<file path="src/rtl/input_debounce_if.sv">
// Raw pushbutton/switch inputs and debounced outputs of input_debounce.
// Edge-pulse signals exist only when INPUT_DEBOUNCE_EDGE_PULSE_EN is defined.
interface input_debounce_if;
  logic [1:0] KEY;
  logic [1:0] SW;
  logic [1:0] KEY_db;
  logic [1:0] SW_db;
`ifdef INPUT_DEBOUNCE_EDGE_PULSE_EN
  logic [1:0] KEY_press;
  logic [1:0] SW_rise;

  modport master (
    output KEY,
    output SW,
    input  KEY_db,
    input  SW_db,
    input  KEY_press,
    input  SW_rise
  );

  modport slave (
    input  KEY,
    input  SW,
    output KEY_db,
    output SW_db,
    output KEY_press,
    output SW_rise
  );
`else
  modport master (
    output KEY,
    output SW,
    input  KEY_db,
    input  SW_db
  );

  modport slave (
    input  KEY,
    input  SW,
    output KEY_db,
    output SW_db
  );
`endif
endinterface

</file>
<file path="src/rtl/input_debounce.sv">
// Four independent debounce channels: 2 active-low pushbuttons and 2 slide switches.
// Optional one-cycle edge pulses (KEY_press, SW_rise) under INPUT_DEBOUNCE_EDGE_PULSE_EN.
module input_debounce #(
  parameter int unsigned DEBOUNCE_CYCLES = 4
) (
  input logic             clk,
  input logic             rst,
  input_debounce_if.slave bus
);
  localparam int unsigned CNT_W = $clog2(DEBOUNCE_CYCLES) + 1;
  localparam logic [CNT_W-1:0] CNT_LAST = CNT_W'(DEBOUNCE_CYCLES - 1);
  localparam logic [CNT_W-1:0] CNT_ONE  = CNT_W'(1);
  localparam logic [CNT_W-1:0] CNT_ZERO = {CNT_W{1'b0}};
  // Channel order {SW[1], SW[0], KEY[1], KEY[0]}; keys idle high, switches idle low.
  localparam logic [3:0] RST_VAL = 4'b0011;

  typedef enum logic {
    STABLE   = 1'b0,
    COUNTING = 1'b1
  } state_t;

  logic [3:0]       raw_s;
  logic [3:0]       sync1_r;
  logic [3:0]       sync2_r;
  logic [3:0]       db_r;
  logic [3:0]       db_next_s;
  state_t           state_r      [4];
  state_t           state_next_s [4];
  logic [CNT_W-1:0] cnt_r        [4];
  logic [CNT_W-1:0] cnt_next_s   [4];

  assign raw_s = {bus.SW, bus.KEY};

  // Synchronizers, debounced levels, per-channel FSM state and counters.
  always_ff @(posedge clk) begin
    if (!rst) begin
      sync1_r <= RST_VAL;
      sync2_r <= RST_VAL;
      db_r    <= RST_VAL;
      for (int i = 0; i < 4; i++) begin
        state_r[i] <= STABLE;
        cnt_r[i]   <= CNT_ZERO;
      end
    end else begin
      sync1_r <= raw_s;
      sync2_r <= sync1_r;
      db_r    <= db_next_s;
      for (int i = 0; i < 4; i++) begin
        state_r[i] <= state_next_s[i];
        cnt_r[i]   <= cnt_next_s[i];
      end
    end
  end

  // Next-state: a sample equal to the output aborts the count; a full run commits it.
  always_comb begin
    db_next_s = db_r;
    for (int i = 0; i < 4; i++) begin
      state_next_s[i] = state_r[i];
      cnt_next_s[i]   = cnt_r[i];
      case (state_r[i])
        STABLE: begin
          if (sync2_r[i] != db_r[i]) begin
            state_next_s[i] = COUNTING;
            cnt_next_s[i]   = CNT_ONE;
          end else begin
            cnt_next_s[i]   = CNT_ZERO;
          end
        end
        COUNTING: begin
          if (sync2_r[i] == db_r[i]) begin
            state_next_s[i] = STABLE;
            cnt_next_s[i]   = CNT_ZERO;
          end else if (cnt_r[i] < CNT_LAST) begin
            cnt_next_s[i]   = cnt_r[i] + CNT_ONE;
          end else begin
            db_next_s[i]    = sync2_r[i];
            state_next_s[i] = STABLE;
            cnt_next_s[i]   = CNT_ZERO;
          end
        end
        default: begin
          state_next_s[i] = STABLE;
          cnt_next_s[i]   = CNT_ZERO;
        end
      endcase
    end
  end

  assign bus.KEY_db = db_r[1:0];
  assign bus.SW_db  = db_r[3:2];

`ifdef INPUT_DEBOUNCE_EDGE_PULSE_EN
  logic [1:0] key_fall_s;
  logic [1:0] sw_rise_s;
  logic [1:0] key_press_r;
  logic [1:0] sw_rise_r;

  assign key_fall_s = db_r[1:0] & ~db_next_s[1:0];
  assign sw_rise_s  = ~db_r[3:2] & db_next_s[3:2];

  // Pulses are registered on the same edge the debounced level commits.
  always_ff @(posedge clk) begin
    if (!rst) begin
      key_press_r <= 2'b00;
      sw_rise_r   <= 2'b00;
    end else begin
      key_press_r <= key_fall_s;
      sw_rise_r   <= sw_rise_s;
    end
  end

  assign bus.KEY_press = key_press_r;
  assign bus.SW_rise   = sw_rise_r;
`endif

endmodule

</file>
<file path="src/flat_wrapper.sv">
// flat-port wrapper written by rule: the top's interface ports become plain ports
module input_debounce_flat 
#(
  parameter int unsigned DEBOUNCE_CYCLES = 4
)
  (clk, rst, bus_KEY, bus_SW, bus_KEY_db, bus_SW_db);
  input_debounce_if bus_i ();
  input logic clk;
  input logic rst;
  input wire logic [$bits(bus_i.KEY)-1:0] bus_KEY;
  input wire logic [$bits(bus_i.SW)-1:0] bus_SW;
  output wire logic [$bits(bus_i.KEY_db)-1:0] bus_KEY_db;
  output wire logic [$bits(bus_i.SW_db)-1:0] bus_SW_db;
  assign bus_i.KEY = bus_KEY;
  assign bus_i.SW = bus_SW;
  assign bus_KEY_db = bus_i.KEY_db;
  assign bus_SW_db = bus_i.SW_db;
  input_debounce #(.DEBOUNCE_CYCLES(DEBOUNCE_CYCLES)) u_core (.clk(clk), .rst(rst), .bus(bus_i));
endmodule
</file>
<file path="config.mk">
export PLATFORM = sky130hd
export DESIGN_NAME = input_debounce_flat
export DESIGN_NICKNAME = d
export VERILOG_FILES = /design/src/rtl/input_debounce_if.sv /design/src/rtl/input_debounce.sv /design/src/flat_wrapper.sv
export SDC_FILE = /design/constraint.sdc
export NUM_CORES = 1
export LEC_CHECK = 0
export CAP_MARGIN = 10
export CORE_AREA = 4 4 52 54
export DETAILED_ROUTE_END_ITERATION = 10
export DIE_AREA = 0 0 56 58
export PLACE_DENSITY = 0.72
export REMOVE_ABC_BUFFERS = 1
export SYNTH_ARGS = -nofsm -noshare
export SYNTH_HDL_FRONTEND = slang
export SYNTH_SLANG_ARGS = --single-unit
</file>
<file path="constraint.sdc">
create_clock -name clk -period 1.08 [get_ports clk]
set_input_delay 0.216 -clock clk [delete_from_list [all_inputs] [get_ports clk]]
set_output_delay 0.216 -clock clk [all_outputs]
set_load 0.02 [all_outputs]
</file>
# Yosys cells after proc, flatten, opt, wreduce, memory -nomap -nowiden
# Memories as Yosys holds them, arrays and structs flattened.
# Cells that the tools add are included.
[word_totals]
regBits = 12
latch_bits = 0
ram_bits = 16
romBits = 0
inputBits = 6
out_inout_bits = 4
word_cells = 90
n_memories = 2
[op_classes]
n_addsub = 4
n_mul = 0
div_mod_pow = 0
order_cmp = 4
eq_ne = 8
n_shift = 0
muxes = 42
bitwise_logic = 20
reduce_logical = 4
[mem_list]
columns = ["memory", "words", "width", "rd", "rd_clocked_by_memory_dff", "write_ports", "line_no", "rtl"]
rows = [
  ["u_core.cnt_r", 4, 3, 4, 0, 4, "input_debounce.sv:29", "logic [CNT_W-1:0] cnt_r [4];"],
  ["u_core.state_r", 4, 1, 4, 0, 4, "input_debounce.sv:27", "state_t state_r [4];"],
]
[op_table]
columns = ["op", "count"]
rows = [
  ["two-way mux 3 bit", 12],
  ["one-hot mux 3 bit (2 select lines)", 4],
  ["two-way mux 1 bit", 22],
  ["adder 3 x 1 -> 3 bit (second input constant)", 4],
  ["< comparator 3 x 2 -> 1 bit (second input constant)", 4],
  ["inverter 1 bit", 12],
  ["AND reduction 3 bit", 4],
  ["bitwise OR 1 bit", 8],
  ["one-hot mux 1 bit (2 select lines)", 4],
  ["equality test 1 bit", 4],
  ["inequality test 1 bit", 4],
]

# Longest topological paths before layout
# Gate-level depths: netlist (run 1).
# An unclocked memory read counts as a cell.
[logic_depth]
word_depth = 6
ltp_mapped = 4
mapped_depth_nobuf = 3

# Worst setup path after synthesis (run 1)
# No wires, ideal clock.
[synth_timing]
path_type = "reg-to-reg"
startpoint = "register u_core.db_r[3]"
endpoint = "memory u_core.cnt_r[3][1] (netlist name)"
t_arrival_ps = 899
required_ps = 964
slack_ps = 65
stages_incl_launch_ff = 4
path_buffers = 0
synth_period_minus_slack_ps = 1015
path_cell_list = "dfxtp_1 > xor2_1 > and2_1 > and4_1"
[synth_lines]
columns = ["item", "line_no", "rtl"]
rows = [
  ["start, declared", "input_debounce.sv:25", "logic [3:0] db_r;"],
  ["start signal, assigned", "input_debounce.sv:47", "db_r <= db_next_s;"],
  ["end, declared", "input_debounce.sv:29", ""],
]

==> results of run 1 <==
metrics by stage:
step	std cells	setup WS (ns)	total power [mW]	setup TNS [ns]	utilization, %
6_report	136	0.03690	1.791	0	56.39
5_1_grt	136	-0.0003146	1.859	-0.0003146	56.39
4_1_cts	136	0.006601	1.811	0	53.62
3_5_place_dp	132	-0.1899	1.152	-2.965	52.04
3_3_place_gp	132	-0.1680	1.149	-2.897	52.04
2_1_floorplan	88	0.06470	1.111	0	-
cells in the mapped netlist:
| library cell | instances |
|---|---|
| and4_1 | 8 |
| nor2b_1 | 4 |
| clkbuf_4 | 1 |
| nand2b_1 | 4 |
| mux2i_1 | 2 |
| a21oi_1 | 4 |
| inv_1 | 4 |
| nand2_1 | 4 |
| and3_1 | 4 |
| xor2_1 | 4 |
| o311ai_0 | 2 |
| dfxtp_1 | 28 |
| ha_1 | 4 |
| o21a_1 | 2 |
| o21ai_0 | 6 |
| and2_1 | 8 |
| buf_4 | 1 |
power groups by stage:
stage | clock network (mW) | registers (mW) | logic [mW]
floorplan | 0 | 1.09 | 0.0253
CTS | 0.681 | 1.07 | 0.0636
global route | 0.712 | 1.07 | 0.0768
detailed placement | 0 | 1.09 | 0.0638
global placement | 0 | 1.09 | 0.0614
finish | 0.655 | 1.07 | 0.0681
worst max-delay path, stage by stage (launching register included):
cell	delay, ns
dfxtp_2	0.34
buf_4	0.13
xor2_2	0.17
and2_4	0.14
and4_1	0.18
how the worst min path moves through the flow:
| stage | start | to | slack, ns | cells past startpoint |
|---|---|---|---|---|
| 3_5_place_dp | u_core.sync1_r[0] | u_core.sync2_r[0] | 0.41 | 1 |
| 3_3_place_gp | u_core.sync1_r[0] | u_core.sync2_r[0] | 0.40 | 1 |
| 5_1_grt | u_core.sync1_r[2] | u_core.sync2_r[2] | 0.44 | 1 |
| 4_1_cts | bus_KEY[0] | u_core.sync1_r[0] | 0.44 | 2 |
| 6_report | u_core.sync1_r[0] | u_core.sync2_r[0] | 0.43 | 1 |
| 2_1_floorplan | rst | u_core.sync1_r[0] | 0.29 | 1 |
layer usage:
layer  vias up  GRT usage (%)
li1        345              -
met5         -              0
met3         2          2.673
met1       313          11.07
met4         0          5.085
met2         6          18.03
logic make-up (layout without fill, tap and decap cells):
logic type / count (synthesis) / in the layout / share of synthesized area (%)
AO/OA/AOI/OAI: 14 / 14 / 8.355
XOR/XNOR: 4 / 4 / 3.544
adder cells (fa/ha/maj): 4 / 4 / 5.063
buffers and inverters: 6 / 24 / 3.038
flip-flops: 28 / 28 / 56.71
multiplexers: 2 / 2 / 2.025
AND/OR/NAND/NOR: 32 / 32 / 21.26
flip-flops by register name, summed over array words and instances (netlist names):
signal and count:
u_core.db_r 4, u_core.sync1_r 4, u_core.sync2_r 4, u_core.state_r 4
u_core.cnt_r 12
layout make-up:
class,count,area (um2)
Sequential cell,28,565.5
Tap cell,28,35.03
Multi-Input combinational cell,56,437.9
Clock buffer,3,22.52
Inverter,4,15.01
Clock inverter,1,30.03
Timing Repair Buffer,16,141.4
Fill cell,195,964.7
cells in the final DEF, fill, tap and decap left out, drive strengths merged:
| cell type | instances |
|---|---|
| o21ai | 6 |
| mux2i | 2 |
| bufinv | 1 |
| and2 | 8 |
| nor2b | 4 |
| inv | 4 |
| nand2 | 4 |
| clkdlybuf4s50 | 5 |
| nand2b | 4 |
| buf | 11 |
| and4 | 8 |
| and3 | 4 |
| dfxtp | 28 |
| clkbuf | 3 |
| a21oi | 4 |
| o311ai | 2 |
| o21a | 2 |
| xor2 | 4 |
| ha | 4 |
repair_timing:
| action | 4_1_cts | 5_1_grt |
|---|---|---|
| cloned | 0 | 0 |
| endpoints found under the setup margin | 7 | 12 |
| pin swaps | 2 | 6 |
| gates resized for setup | 18 | 17 |
==> reports/qor.yml, run 1 <==
yosys:
  synth_warnings: 0
  synthCells: 90
  synthDominantCellAreaShare_pct: 56.71
  synth.area.top_cells: "dfxtp_1 (57%), and4_1 (7.1%), and2_1 (5.1%)"
  avgSynthCellArea_um2: 10.98
  syn_area_um2: 988.4
  ys_seq_area_share_pct: 56.71
  yosysTopAreaCell: "dfxtp_1"
  ys_seq_elements: 28
  synth_cell_type_count: 17
drt:
  dr.pass1.iters: 4
  dr_total_vias: 666
  route.detailed.drc: 0
  wl_mm: 1.436
  route.top_layer_used: "met4"
  via_per_inst: 4.897
  met3_length_um: 38
  antenna_left: 0
  avgRoutedWirePerCell_um: 10.56
  route.met2.wl_um: 717
  drtIter0Drc: 10
  drt-met1-wl_um: 663
setup_path:
  critPathLaunchType: "flip-flop"
  worstSetupStartpoint: "u_core.db_r[3]"
  reg2reg_depth: 4
  r2r_end: "u_core.cnt_r[3][2]"
  crit_end: "u_core.cnt_r[3][2]"
  path_max_fanout: 3
  worstSetupPathType: "reg2reg"
  end_kind: "flip-flop"
  cp.arrival_ns: 1.28
  crit_required_ns: 1.31
  r2r_setup_slack_ns: 0.04
  r2r_start: "u_core.db_r[3]"
floorplanning:
  die_area_um2: 3248
  die_h_um: 58
  placement_rows: 17
  start_util_pct: 44.68
  io_pins: 10
  die_w_um: 56
  core-area_um2: 2212
sta:
  fmax_mhz: 958.7
  tightest_slew_ns: 0.3361
  finalClockSkew_ns: 0.01007
  slew_headroom_pct: 77.31
  setup_viol: 0
  drv_slew: 0
  min_period_ns: 1.043
  whs_ns: 0.4334
  hold_violations: 0
  min_period_over_period_pct: 96.58
grt:
  grt_overflow: 0
  grt_pass1_wl_mm: 2.642
  grtUsageTotal_pct: 10.10
  antenna_found_initial: 0
  grt_pass1_vias: 652
  grt_max_degree: 17
cts:
  path_clk_slew_ns: 0.14
  postCtsSetupRepairBufs: 0
  clk_path_buf_depth: 2
  numCtsBuffers: 3
  h-tree-depth: 1
  clk_latency_ns: 0.32
  cts_hold_buf: 0
  clock-sinks: 28
  cts_tree: "done"
  cts_root_buffer: "clkbuf_4"
placed_design:
  placed_area_um2: 1151
  place.gp.congestion: 0.6871
  hpwl_mm: 1.091
  port_buffers: 9
power_and_ir_drop:
  power_leakage_nw: 0.5366
  p_per_area_nw_per_um2: 1435
  vdd_ir_drop_max_mv: 1.501
  p_clk_share_pct: 36.6
  switching_share_pct: 17.70
  p_sw_mw: 0.3169
  combPwrFrac_pct: 3.8
  seq_power_share_pct: 59.6
  p_int_mw: 1.474
layout:
  n_antenna_cell: 0
  drive_above_1_share_pct: 25.93
  final_area_um2: 1247
  nets: 119
  area_delta_synth_final_pct: 26.20
outcome:
  status: "complete, no violations"
job:
  maxCapViolCount: 0
min_path:
  hp-class: "reg2reg"
Power figures use the tool's default switching activity.
==> inputs of run 2 (changes only) <==
--- a/config.mk
+++ b/config.mk
@@ -11,6 +11,7 @@
 export DIE_AREA = 0 0 56 58
 export PLACE_DENSITY = 0.72
 export REMOVE_ABC_BUFFERS = 1
+export SETUP_SLACK_MARGIN = 0.2
 export SYNTH_ARGS = -nofsm -noshare
 export SYNTH_HDL_FRONTEND = slang
 export SYNTH_SLANG_ARGS = --single-unit
==> run 2 against run 1 <==
Sequential power barely moved. Global-route usage increased by 0.57 points. Combinational power up 19%. Register-to-register slack about the same. Critical endpoint unchanged. Largest power group unchanged.
==> reports/qor.yml, run 2 (synthesis results as in run 1) <==
outcome:
  status: "complete, no violations"
sta:
  fmax_mhz: 961.7
  worst_slack_ns: 0.04020
  slew_headroom_pct: 84.82
  min_period_ns: 1.040
  fin_tns_setup_ns: 0
  rsz0062_at_grt: "true"
  tightest_slew_ns: 0.2273
  min_period_over_period_pct: 96.28
  drv_slew: 0
  finalClockSkew_ns: 0.01044
  hold_violations: 0
  setup_viol: 0
layout:
  fillers: 170
  final_cell_mix: "dfxtp_2 (16), buf_6 (10), dfxtp_1 (9)"
  area_delta_synth_final_pct: 44.43
  layout_commonest_cell: "dfxtp_2"
  seq_area_um2: 591.8
  largest-register: "u_core.cnt_r"
  n_antenna_cell: 0
  largest_reg_flops: 12
  multi_input_area_um2: 510.5
  postLayoutCoreUtil_pct: 64.54
  drive_above_1_share_pct: 51.30
  final_area_um2: 1428
  nets: 126
setup_path:
  crit_slowest_cell: "dfxtp_2"
  reg2reg_depth: 4
  crit_required_ns: 1.32
  r2r_end: "u_core.cnt_r[3][2]"
  r2r_setup_slack_ns: 0.04
  crit_chain: "buf_6, xor2_2, and2_4, and4_1"
  end_kind: "flip-flop"
  cp.arrival_ns: 1.28
  path_max_fanout: 3
  worstSetupPathType: "reg2reg"
  cpPeakStageDelay_ns: 0.36
  critPathLaunchType: "flip-flop"
  r2r_start: "u_core.db_r[3]"
floorplanning:
  core-area_um2: 2212
  die_area_um2: 3248
  io_pins: 10
  start_util_pct: 44.68
  die_w_um: 56
  placement_rows: 17
  die_h_um: 58
power_and_ir_drop:
  vdd_ir_drop_max_mv: 1.072
  p_sw_mw: 0.3405
  p_per_area_nw_per_um2: 1273
  switching_share_pct: 18.74
  p_int_mw: 1.476
  power_leakage_nw: 0.6076
  seq_power_share_pct: 58.7
  p_clk_share_pct: 36.9
  combPwrFrac_pct: 4.4
grt:
  grt_overflow: 0
  antenna_found_initial: 0
  grt_max_degree: 17
  grtUsageTotal_pct: 10.67
  grt_pass1_vias: 679
  grt_pass1_wl_mm: 2.760
placed_design:
  port_buffers: 9
  place.gp.congestion: 0.6871
  hpwl_mm: 1.091
  post-place-ws_ns: -0.1899
  placed_area_um2: 1151
min_path:
  worstHoldEndpoint: "u_core.db_r[1]"
  holdPathStages: 3
  hp-class: "in2reg"
  worstHoldStart: "rst"
drt:
  route.detailed.drc: 0
  avgRoutedWirePerCell_um: 12.20
  antenna_left: 0
  dr.pass1.iters: 2
  dr_total_vias: 708
  drtIter0Drc: 11
  wl_mm: 1.745
  via_per_inst: 4.951
cts:
  clk_latency_ns: 0.32
  path_clk_slew_ns: 0.15
  h-tree-depth: 1
  numCtsBuffers: 3
  clock-sinks: 28
  cts_root_buffer: "clkbuf_4"
  cts_tree: "done"
  clk_path_buf_depth: 2
job:
  maxCapViolCount: 0
[run 2: cell types whose count changed in the layout (fill, tap and decap cells not counted), moves of 3 or more]
cell	before	now
dfxtp_4	0	3
dfxtp_2	4	16
dfxtp_1	24	9
buf_6	3	10
a21oi_4	0	4
[run 2: critical path: cells and delay by family (launching register included)]
family,cells,cell delay [ns]
buf+inv,1,0.12
xor+xnor,1,0.17
flops,1,0.36
simple gates,2,0.32
[run 2: worst max path at each step]
stage,startpoint,to,slack (ns),cells past startpoint
after floorplan,u_core.db_r[3],u_core.cnt_r[3][1],0.06,3
after global placement,rst,u_core.cnt_r[0][1],-0.17,4
after detailed placement,rst,u_core.cnt_r[1][1],-0.19,4
after CTS,u_core.db_r[2],u_core.cnt_r[2][2],0.03,4
after global routing,u_core.db_r[2],u_core.cnt_r[2][2],-0.006,4
final,u_core.db_r[3],u_core.cnt_r[3][2],0.04,4
[run 2: through the flow]
step,hold slack (ns),cells,power [mW]
3_3_place_gp,0.3956,132,1.149
5_1_grt,0.3473,143,1.867
6_report,0.3198,143,1.817
3_5_place_dp,0.4052,132,1.152
2_1_floorplan,0.2890,88,1.111
4_1_cts,0.4428,137,1.814
[run 2: area by class of cell]
| type | instances | area share [%] |
|---|---|---|
| inverters | 4 | 1.052 |
| multi-input cells | 56 | 35.76 |
| repair buffers | 23 | 15.60 |
| clock inverters | 1 | 2.103 |
| well taps | 28 | 2.454 |
| flip-flops and latches | 28 | 41.45 |
| clock buffers | 3 | 1.578 |
[run 2: what timing repair did]
action,4_1_cts,5_1_grt
pin swaps,12,9
buffers inserted,1,5
hold buffers,0,0
gates cloned,0,1
gates resized for setup,45,34
endpoints found under the setup margin,20,24
[run 2: metal layers]
| layer | vias up | global-route usage, % | wire length (um) |
|---|---|---|---|
| met5 | - | 0 | 0 |
| met3 | 4 | 2.673 | 44 |
| met4 | 0 | 5.085 | 33 |
| met2 | 8 | 20.37 | 916 |
| li1 | 360 | - | - |
| met1 | 336 | 10.81 | 751 |
[run 2: power groups by stage]
stage / sequential (mW) / combinational (mW) / clock (mW)
finish: 1.07 / 0.0807 / 0.670
global route: 1.07 / 0.0901 / 0.708
CTS: 1.07 / 0.0653 / 0.681
detailed placement: 1.09 / 0.0638 / 0
global placement: 1.09 / 0.0614 / 0
floorplan: 1.09 / 0.0253 / 0
==> inputs of run 3 (changes only) <==
--- a/config.mk
+++ b/config.mk
@@ -5,11 +5,11 @@
 export SDC_FILE = /design/constraint.sdc
 export NUM_CORES = 1
 export LEC_CHECK = 0
-export CAP_MARGIN = 10
+export CAP_MARGIN = 30
 export CORE_AREA = 4 4 52 54
 export DETAILED_ROUTE_END_ITERATION = 10
 export DIE_AREA = 0 0 56 58
-export PLACE_DENSITY = 0.72
+export PLACE_DENSITY = 0.67
 export REMOVE_ABC_BUFFERS = 1
 export SETUP_SLACK_MARGIN = 0.2
 export SYNTH_ARGS = -nofsm -noshare
==> run 3 against run 2 <==
Clock skew is 0.0023 ns lower. Sequential power hardly changed. Cell area is 6.1% lower. Wire length is 12% lower. Combinational power is 6.3% lower. Final cell count is 3.5% lower. Worst hold slack better by 0.091 ns. Largest power group unchanged. Count of clock-buffer cells in the layout is 1 higher. Global-route usage is 0.16 points lower. Register-to-register slack worse by 0.02 ns. Utilization is 4.0 points lower. Power is 9.8% lower.
==> reports/qor.yml, run 3 (synthesis results as in run 1) <==
floorplanning:
  io_pins: 10
  core-area_um2: 2212
  die_h_um: 58
  start_util_pct: 44.68
  die_area_um2: 3248
  die_w_um: 56
  placement_rows: 17
sta:
  tightest_slew_ns: 0.3967
  min_period_over_period_pct: 98.11
  worst_slack_ns: 0.02040
  hold_violations: 0
  fmax_mhz: 943.7
  rsz0062_at_grt: "true"
  fin_tns_setup_ns: 0
  min_period_ns: 1.060
  slew_headroom_pct: 73.55
  setup_viol: 0
  finalClockSkew_ns: 0.008132
  drv_slew: 0
cts:
  cts_tree: "done"
  cts_root_buffer: "clkbuf_4"
  path_clk_slew_ns: 0.14
  h-tree-depth: 1
  clk_path_buf_depth: 2
  numCtsBuffers: 3
  clock-sinks: 28
  clk_latency_ns: 0.32
power_and_ir_drop:
  power_mw: 1.638
  vdd_ir_drop_max_mv: 0.8618
  power_leakage_nw: 0.5587
  p_per_area_nw_per_um2: 1223
layout:
  drive_above_1_share_pct: 44.55
  fillers: 188
  final_cell_mix: "dfxtp_2 (15), dfxtp_1 (11), and4_1 (8), buf_6 (8), buf_4 (5)"
  area_delta_synth_final_pct: 35.57
  largest-register: "u_core.cnt_r"
  final_area_um2: 1340
  largest_reg_flops: 12
  postLayoutCoreUtil_pct: 60.58
  nets: 121
  layout_commonest_cell: "dfxtp_2"
  n_antenna_cell: 0
job:
  maxCapViolCount: 0
grt:
  antenna_found_initial: 0
  grt_pass1_vias: 718
  grt_pass1_wl_mm: 2.746
  grt_overflow: 0
  grtUsageTotal_pct: 10.50
  grt_max_degree: 16
setup_path:
  critPathLaunchType: "flip-flop"
  r2r_start: "u_core.db_r[2]"
  worstSetupStartpoint: "u_core.db_r[2]"
  end_kind: "flip-flop"
  path_max_fanout: 3
  crit_required_ns: 1.32
  cp.arrival_ns: 1.29
  crit_chain: "buf_6, xor2_2, and2_4, and4_1"
  worstSetupPathType: "reg2reg"
  crit_slowest_cell: "dfxtp_2"
  cpPeakStageDelay_ns: 0.36
placed_design:
  post-place-ws_ns: -0.3180
  place.gp.congestion: 0.7461
  port_buffers: 9
  placed_area_um2: 1159
  hpwl_mm: 1.164
drt:
  dr_total_vias: 686
  wl_mm: 1.542
  via_per_inst: 4.971
  avgRoutedWirePerCell_um: 11.17
  dr.pass1.iters: 4
  drtIter0Drc: 8
  antenna_left: 0
  route.detailed.drc: 0
outcome:
  status: "complete, no violations"
min_path:
  worstHoldStart: "rst"
  hp-class: "in2reg"
## run 3: worst paths after layout
kind | end | slack, ns | cells past startpoint
worst max-delay path | u_core.cnt_r[2][2] | 0.02 | 4
worst min register to register | u_core.sync2_r[1] | 0.44 | 1
worst min-delay path | u_core.db_r[1] | 0.41 | 2
worst max register to register | u_core.cnt_r[2][2] | 0.02 | 4
## run 3: final cells by class
class / instances / area, um2 / area share, %
flip-flops and latches: 28 / 586.8 / 43.79
multi-input cells: 56 / 490.5 / 36.60
repair buffers: 18 / 176.4 / 13.17
clock buffers: 4 / 36.28 / 2.708
well taps: 28 / 35.03 / 2.614
inverters: 4 / 15.01 / 1.120
## run 3: report_power, final
| part | internal (mW) | switching [mW] |
|---|---|---|
| Clock | 0.206 | 0.289 |
| Sequential | 1.05 | 0.0153 |
| Combinational | 0.0486 | 0.0270 |
## run 3: what timing repair did
item	in CTS	in global routing
hold buffers	0	0
pin swaps	9	9
resized for setup	43	28
endpoints found under the setup margin	30	24
setup buffers	1	0
## run 3: critical path: cells and delay by family (launching register included)
family / cells / cell delay [ns]
buffers and inverters: 1 / 0.11
AND/OR/NAND/NOR: 2 / 0.33
XOR/XNOR: 1 / 0.17
flip-flops: 1 / 0.36
## run 3: metal layers
layer,share of wire (%),vias up,global-route usage (%)
met4,1.6,0,6.102
met2,53,8,19.70
met3,2.4,4,2.004
met5,0,-,0
met1,43,328,10.87
li1,-,346,-
## run 3: metrics by stage
step / std cells / hold WS, ns
6_report: 138 / 0.4104
5_1_grt: 138 / 0.4310
4_1_cts: 138 / 0.4109
3_5_place_dp: 133 / 0.4035
3_3_place_gp: 133 / 0.3959
2_1_floorplan: 88 / 0.2890
